==> src/rtl/register_file.sv <==
// 16-entry architectural register file: two combinational read ports, one
// synchronous write port, with the top address aliased to the external PC value.
`timescale 1ns/1ps
module register_file #(
  parameter int DATA_WIDTH = 32,
  parameter int ADDR_WIDTH = 4
) (
  input  logic                  clk,
  input  logic                  rst,
  input  logic                  WE3,
  input  logic [ADDR_WIDTH-1:0] A1,
  input  logic [ADDR_WIDTH-1:0] A2,
  input  logic [ADDR_WIDTH-1:0] A3,
  input  logic [DATA_WIDTH-1:0] WD3,
  input  logic [DATA_WIDTH-1:0] R15,
  output logic [DATA_WIDTH-1:0] RD1,
  output logic [DATA_WIDTH-1:0] RD2
);

  localparam int                  NUM_REGS = (1 << ADDR_WIDTH) - 1;
  localparam logic [ADDR_WIDTH-1:0] PC_ADDR  = '1;

  logic [DATA_WIDTH-1:0] regs_q [NUM_REGS];
  logic [DATA_WIDTH-1:0] regs_d [NUM_REGS];
  logic                  write_en;

  // The PC address has no backing storage, so writes to it are dropped here.
  assign write_en = WE3 && (A3 != PC_ADDR);

  always_comb begin
    for (int i = 0; i < NUM_REGS; i++) begin
      regs_d[i] = regs_q[i];
    end
    if (write_en) begin
      regs_d[A3] = WD3;
    end
  end

  always_ff @(posedge clk or negedge rst) begin
    if (!rst) begin
      for (int i = 0; i < NUM_REGS; i++) begin
        regs_q[i] <= '0;
      end
    end else begin
      for (int i = 0; i < NUM_REGS; i++) begin
        regs_q[i] <= regs_d[i];
      end
    end
  end

  // Reads come straight from storage with no write bypass: a same-cycle
  // write becomes visible only after the clock edge.
  always_comb begin
    RD1 = (A1 == PC_ADDR) ? R15 : regs_q[A1];
    RD2 = (A2 == PC_ADDR) ? R15 : regs_q[A2];
  end

endmodule

==> config.mk <==
export PLATFORM = sky130hd
export DESIGN_NAME = register_file
export DESIGN_NICKNAME = d
export VERILOG_FILES = /design/src/rtl/register_file.sv
export SDC_FILE = /design/constraint.sdc
export NUM_CORES = 1
export LEC_CHECK = 0
export BUFFER_PORTS_ARGS = -buffer_cell sky130_fd_sc_hd__buf_2
export CORE_UTILIZATION = 30
export CTS_CLUSTER_DIAMETER = 150
export CTS_CLUSTER_SIZE = 20
export DETAILED_ROUTE_END_ITERATION = 10
export PLACE_DENSITY = 0.46
export SLEW_MARGIN = 10
export SYNTH_ARGS = -nofsm -noshare
export SYNTH_HDL_FRONTEND = slang
export SYNTH_SLANG_ARGS = --single-unit
==> constraint.sdc <==
create_clock -name clk -period 1.6 [get_ports clk]
set_input_delay 0.16 -clock clk [delete_from_list [all_inputs] [get_ports clk]]
set_output_delay 0.16 -clock clk [all_outputs]
set_load 0.02 [all_outputs]
# Yosys cells after proc, flatten, opt, wreduce, memory -nomap -nowiden
# Cells that the tools add are included.
op_classes:
  order_cmp: 4
  n_eq_ne: 3
  mux: 11
  bitwise_logic: 3
  n_reduce_logical: 2
ops:
  columns: ["cell", "n"]
  rows:
  - ["480-bit bitwise mux", 1]
  - ["32-bit binary-select mux with 4-bit select", 2]
  - ["32-bit two-way mux", 7]
  - ["32-bit demux with 4-bit select", 1]
  - ["5-bit >= comparator, second input constant", 3]
  - ["4-bit inverter with 5-bit output", 3]
  - ["4-bit == test, second input constant", 2]
  - ["5-bit by 1-bit < comparator with 1-bit output, second input constant", 1]
  - ["4-bit inequality test, second input constant", 1]
  - ["1-bit logical AND", 2]
word_totals:
  regBits: 480
  in_bits: 79
  out_inout_bits: 64

# Longest topological paths before layout
logic_depth:
  ltp_word: 6
  depth_mapped: 8

# Worst setup path before layout
# Ideal clock, no wire load.
synth_timing:
  path_type: "input to output"
  startpoint: "input A1[0]"
  endpoint: "output RD1[8]"
  arrival_time_ps: 1581
  t_required_ps: 1440
  setup_slack_ps: -141
  stages: 8
  cell_sequence: "buf_4 -> buf_6 -> buf_4 -> buf_4 -> buf_2 -> o2bb2ai_1 -> nand2_1 -> a41oi_1"
synth_between:
  elab_chain_len: 5
synth_rtl:
  columns: ["element", "line", "rtl"]
  rows:
  - ["start: declaration", "11", "input logic [ADDR_WIDTH-1:0] A1,"]
  - ["4-bit inverter with 5-bit output (implied by the code)", "54", "RD1 = (A1 == PC_ADDR) ? R15 : regs_q[A1];"]
  - ["32-bit binary-select mux with 4-bit select", "54", null]
  - ["32-bit two-way mux (implied by the code) (2 in a row)", "54", null]
  - ["32-bit two-way mux *", "54", null]
  - ["end: declaration", "16", "output logic [DATA_WIDTH-1:0] RD1,"]
# Mark *: on every way between the ends. The rest lies on a longest branch, timed or not. The select of a mux whose other input is x is not followed.

# Worst setup path after layout
layout_timing:
  startpoint: "register regs_q[372] (netlist bit)"
  endpoint: "output RD2[20]"
layout_between:
  elab_chain_len: 4
layout_rtl:
  columns: ["element", "line", "rtl"]
  rows:
  - ["start: declaration", "23", "logic [DATA_WIDTH-1:0] regs_q [NUM_REGS];"]
  - ["start signal: indexed assignment", "46", "regs_q[i] <= regs_d[i];"]
  - ["32-bit binary-select mux with 4-bit select", "55", "RD2 = (A2 == PC_ADDR) ? R15 : regs_q[A2];"]
  - ["32-bit two-way mux (implied by the code) (2 in a row)", "55", null]
  - ["32-bit two-way mux", "55", null]
  - ["end: declaration", "17", "output logic [DATA_WIDTH-1:0] RD2"]
# No other way between the ends. The select of a mux whose other input is x is not followed.

==> results.toml <==
[setup_path]
r2r-end = "regs_q[267]"
critical_path.startpoint_type = "flip-flop"
cp.depth = 4
crit_path_end_kind = "output pin"
critPathArrivalTime_ns = 2.17
slowest_delay_ns = 0.47
crit_required_ns = 1.44
r2r-start = "regs_q[267]"
path_delay_family = "multiplexers"
path_cells = "mux4_2 -> mux2i_1 -> o211ai_1 -> buf_2"
rrSetupSlack_ns = 0.49
reg2regPathDepth = 4
path_buf_inv = 1
slowest_stage = "mux4_2"
timing_worst_setup_path_type = "flip-flop to output pin"
critPathMaxFanout = 3

[synth]
synth_warnings = 0
ys_ff_latch = 480
ys_types = 35
synth_area_mm2 = 0.0261
yosysTopAreaCellShare = 0.460
syn-num-nets = 1912
synth_area_per_cell_um2 = 14.2
async_flop_share = 1.00
synth_edf_count = 0
postSynthCellCount = 1833
yosysSeqAreaShare = 0.460
synth_top_area_cell = "dfrtp_1"
yosys-top-cells-area = "dfrtp_1, mux2_2, mux4_2"
synthFlopType = "dfrtp_1"

[cells_and_area]
multiInputGateArea_mm2 = 0.0136
largest_reg_flops = 480
area_growth_pct = 23.3
nNetsFinal = 2193
fillCellCount = 8198
largest-register = "regs_q"
design_area_mm2 = 0.0322
regArea_mm2 = 0.0120
diodes = 0
layout.cells.non_filler = 3260
drive_gt1_frac = 0.543
reg_top3 = "regs_q (480)"

[sta]
clock_skew_ns = 0
finalCritPeriodShare = 1.46
worst_slack_ns = -0.732
hold_violations = 0
fmax_ghz = 0.429
rsz0062_at_grt = "yes"
min_period_ns = 2.33
setup_viol = 64
max_slew_margin = 0.603
tightest_slew_ns = 0.593
final_max_slew_viol_count = 0

[power]
pwr-share-comb = 0.308
p_sw_frac = 0.303
power_density_mw_per_mm2 = 1100
ir_drop_mv = 0.860
p_clk_frac = 0.213
p_switching_uw = 10800
seqPwrFrac = 0.479
p_int_uw = 24800
leakagePower_uw = 0.0135

[route]
wl_per_cell_um = 25.9
route.met2.wl_um = 41100
routed_wl_um = 84300
wl_met1_um = 38600
viasPerCell = 5.39
drt_iter0_drc = 1100
firstDrtPassIters = 5
dr_total_vias = 17600
met3_length_um = 3040
ant_nets = 0
drc = 0
maxUsedRoutingLayer = "met5"

[die]
die_x_um = 297
coreArea_mm2 = 0.0857
start_util = 0.304
rows = 107
ios = 143
dieArea_mm2 = 0.0881
chipHeight_um = 297

[outcome]
status = "finished, violations left"
violations = "setup timing"

[global_route]
grt_pass1_wl_um = 128000
grt_overflow = 0
groute.usage.overall = 0.191
antenna_found_initial = 4
grt_max_degree = 80
grt_pass1_vias = 19000

[flow_run]
drv_cap = 0

[worst_hold_path]
hp-class = "input pin to async pin"

[place]
place_hpwl_um = 57800
place_area_mm2 = 0.0304
port_buffers = 142
dp_cells = 3179
place.gp.congestion = 0.793

[clock_network]
cts_made_buffers = 28
clockBufferDepth = 3
clk_latency_ns = 0.60
cts_num_sinks = 480
cts_tree = "built"
clk_pin_slew_worst_paths_ns = 0.09
ctsHtreeMaxLevel = 1
cts_root_buffer = "clkbuf_16"
[how the worst max path moves through the flow]
stage | from | to | slack [ns]
2_1_floorplan | A2[0] | RD2[27] | -0.02
3_3_place_gp | A2[0] | RD2[0] | -0.41
3_5_place_dp | A2[0] | RD2[0] | -0.39
4_1_cts | regs_q[119] | RD1[23] | -0.76
5_1_grt | regs_q[340] | RD2[20] | -0.79
6_report | regs_q[372] | RD2[20] | -0.73
[worst min-delay path, cell delays in order]
cell and delay (ns):
dlygate4sd3_1 0.56, buf_8 0.19, buf_4 0.22
[layout by cell type (no fill, tap or decap), types with 12 or more instances in the layout]
master and count:
buf_6 46, mux2_1 92, nor2_1 23, o22ai_2 24
mux2_2 407, o211ai_1 30, dlygate4sd3_1 34, buf_2 87
a21o_1 24, dfrtp_1 480, nor2_2 14, o21ai_0 52
nand2_1 47, inv_1 16, mux2i_1 68, clkbuf_16 29
buf_12 72, a211o_1 12, o22ai_1 35, mux4_2 197
mux2i_2 12, buf_4 204, o221ai_1 18
[power by group through the flow]
stage               Clock, uW  Combinational, uW  Sequential, uW
detailed placement          0              10200           17200
finish                   7560              11000           17000
CTS                      7900              10900           17000
global route             8260              11700           17400
global placement            0               9980           17000
floorplan                   0               7230           16500
[synthesized netlist by cell type (3+ instances only)]
cell type  count
a211o_1       12
buf_4         24
nand2b_1       6
clkbuf_1      75
buf_6          5
a21o_1        24
o221ai_1      22
nor2_1        45
mux2_1        92
buf_1          4
mux2_2       407
o211a_1        6
o211ai_1      30
nand3b_1       4
o22ai_1       59
nor2b_1        8
mux4_2       197
inv_1         16
dfrtp_1      480
or3_1          3
o21ai_0       70
nand2_1       48
buf_2         86
a211oi_1       7
a21oi_1        6
mux2i_1       86
[routing by layer]
layer | vias up | GRT usage
met1 | 9534 | 0.267
li1 | 7550 | -
met4 | 4 | 0.0384
met5 | - | 0
met2 | 376 | 0.319
met3 | 92 | 0.0209
[layout make-up]
type	count	share of cell area
sequential	480	0.373
clock inverter	1	0.000622
multi-input combinational	1143	0.423
inverter	16	0.00187
clock buffer	31	0.0228
timing repair buffer	445	0.133
tap	1144	0.0445
[per-stage QoR]
step | worst slack, ns | setup TNS (ns) | total power (uW) | hold WS, ns | utilization
2_1_floorplan | -0.0188 | -0.0477 | 23700 | -0.136 | -
3_3_place_gp | -0.414 | -25.89 | 27000 | 0.0245 | 0.354
3_5_place_dp | -0.386 | -26.65 | 27400 | 0.0240 | 0.354
4_1_cts | -0.764 | -39.07 | 35800 | 0.173 | 0.374
5_1_grt | -0.785 | -40.69 | 37400 | 0.209 | 0.376
6_report | -0.732 | -35.73 | 35500 | 0.199 | 0.376
[logic make-up (layout without fill, tap and decap cells)]
logic type,after synthesis,count (layout),synth area share
and+or+nand+nor,121,121,0.0207
muxes,782,782,0.418
DFF,480,480,0.460
AOI/OAI and AO/OA,240,240,0.0612
buffers and inverters,210,493,0.0392
[repair_timing]
| item | 4_1_cts | 5_1_grt |
|---|---|---|
| hold buffers | 34 | 0 |
| endpoints found under the setup margin | 64 | 64 |
| pin swaps | 49 | 22 |
| resized for setup | 137 | 33 |
| endpoints found under the hold margin | 823 | 0 |
| buffers inserted | 10 | 8 |
Power figures use the tool's default switching activity.
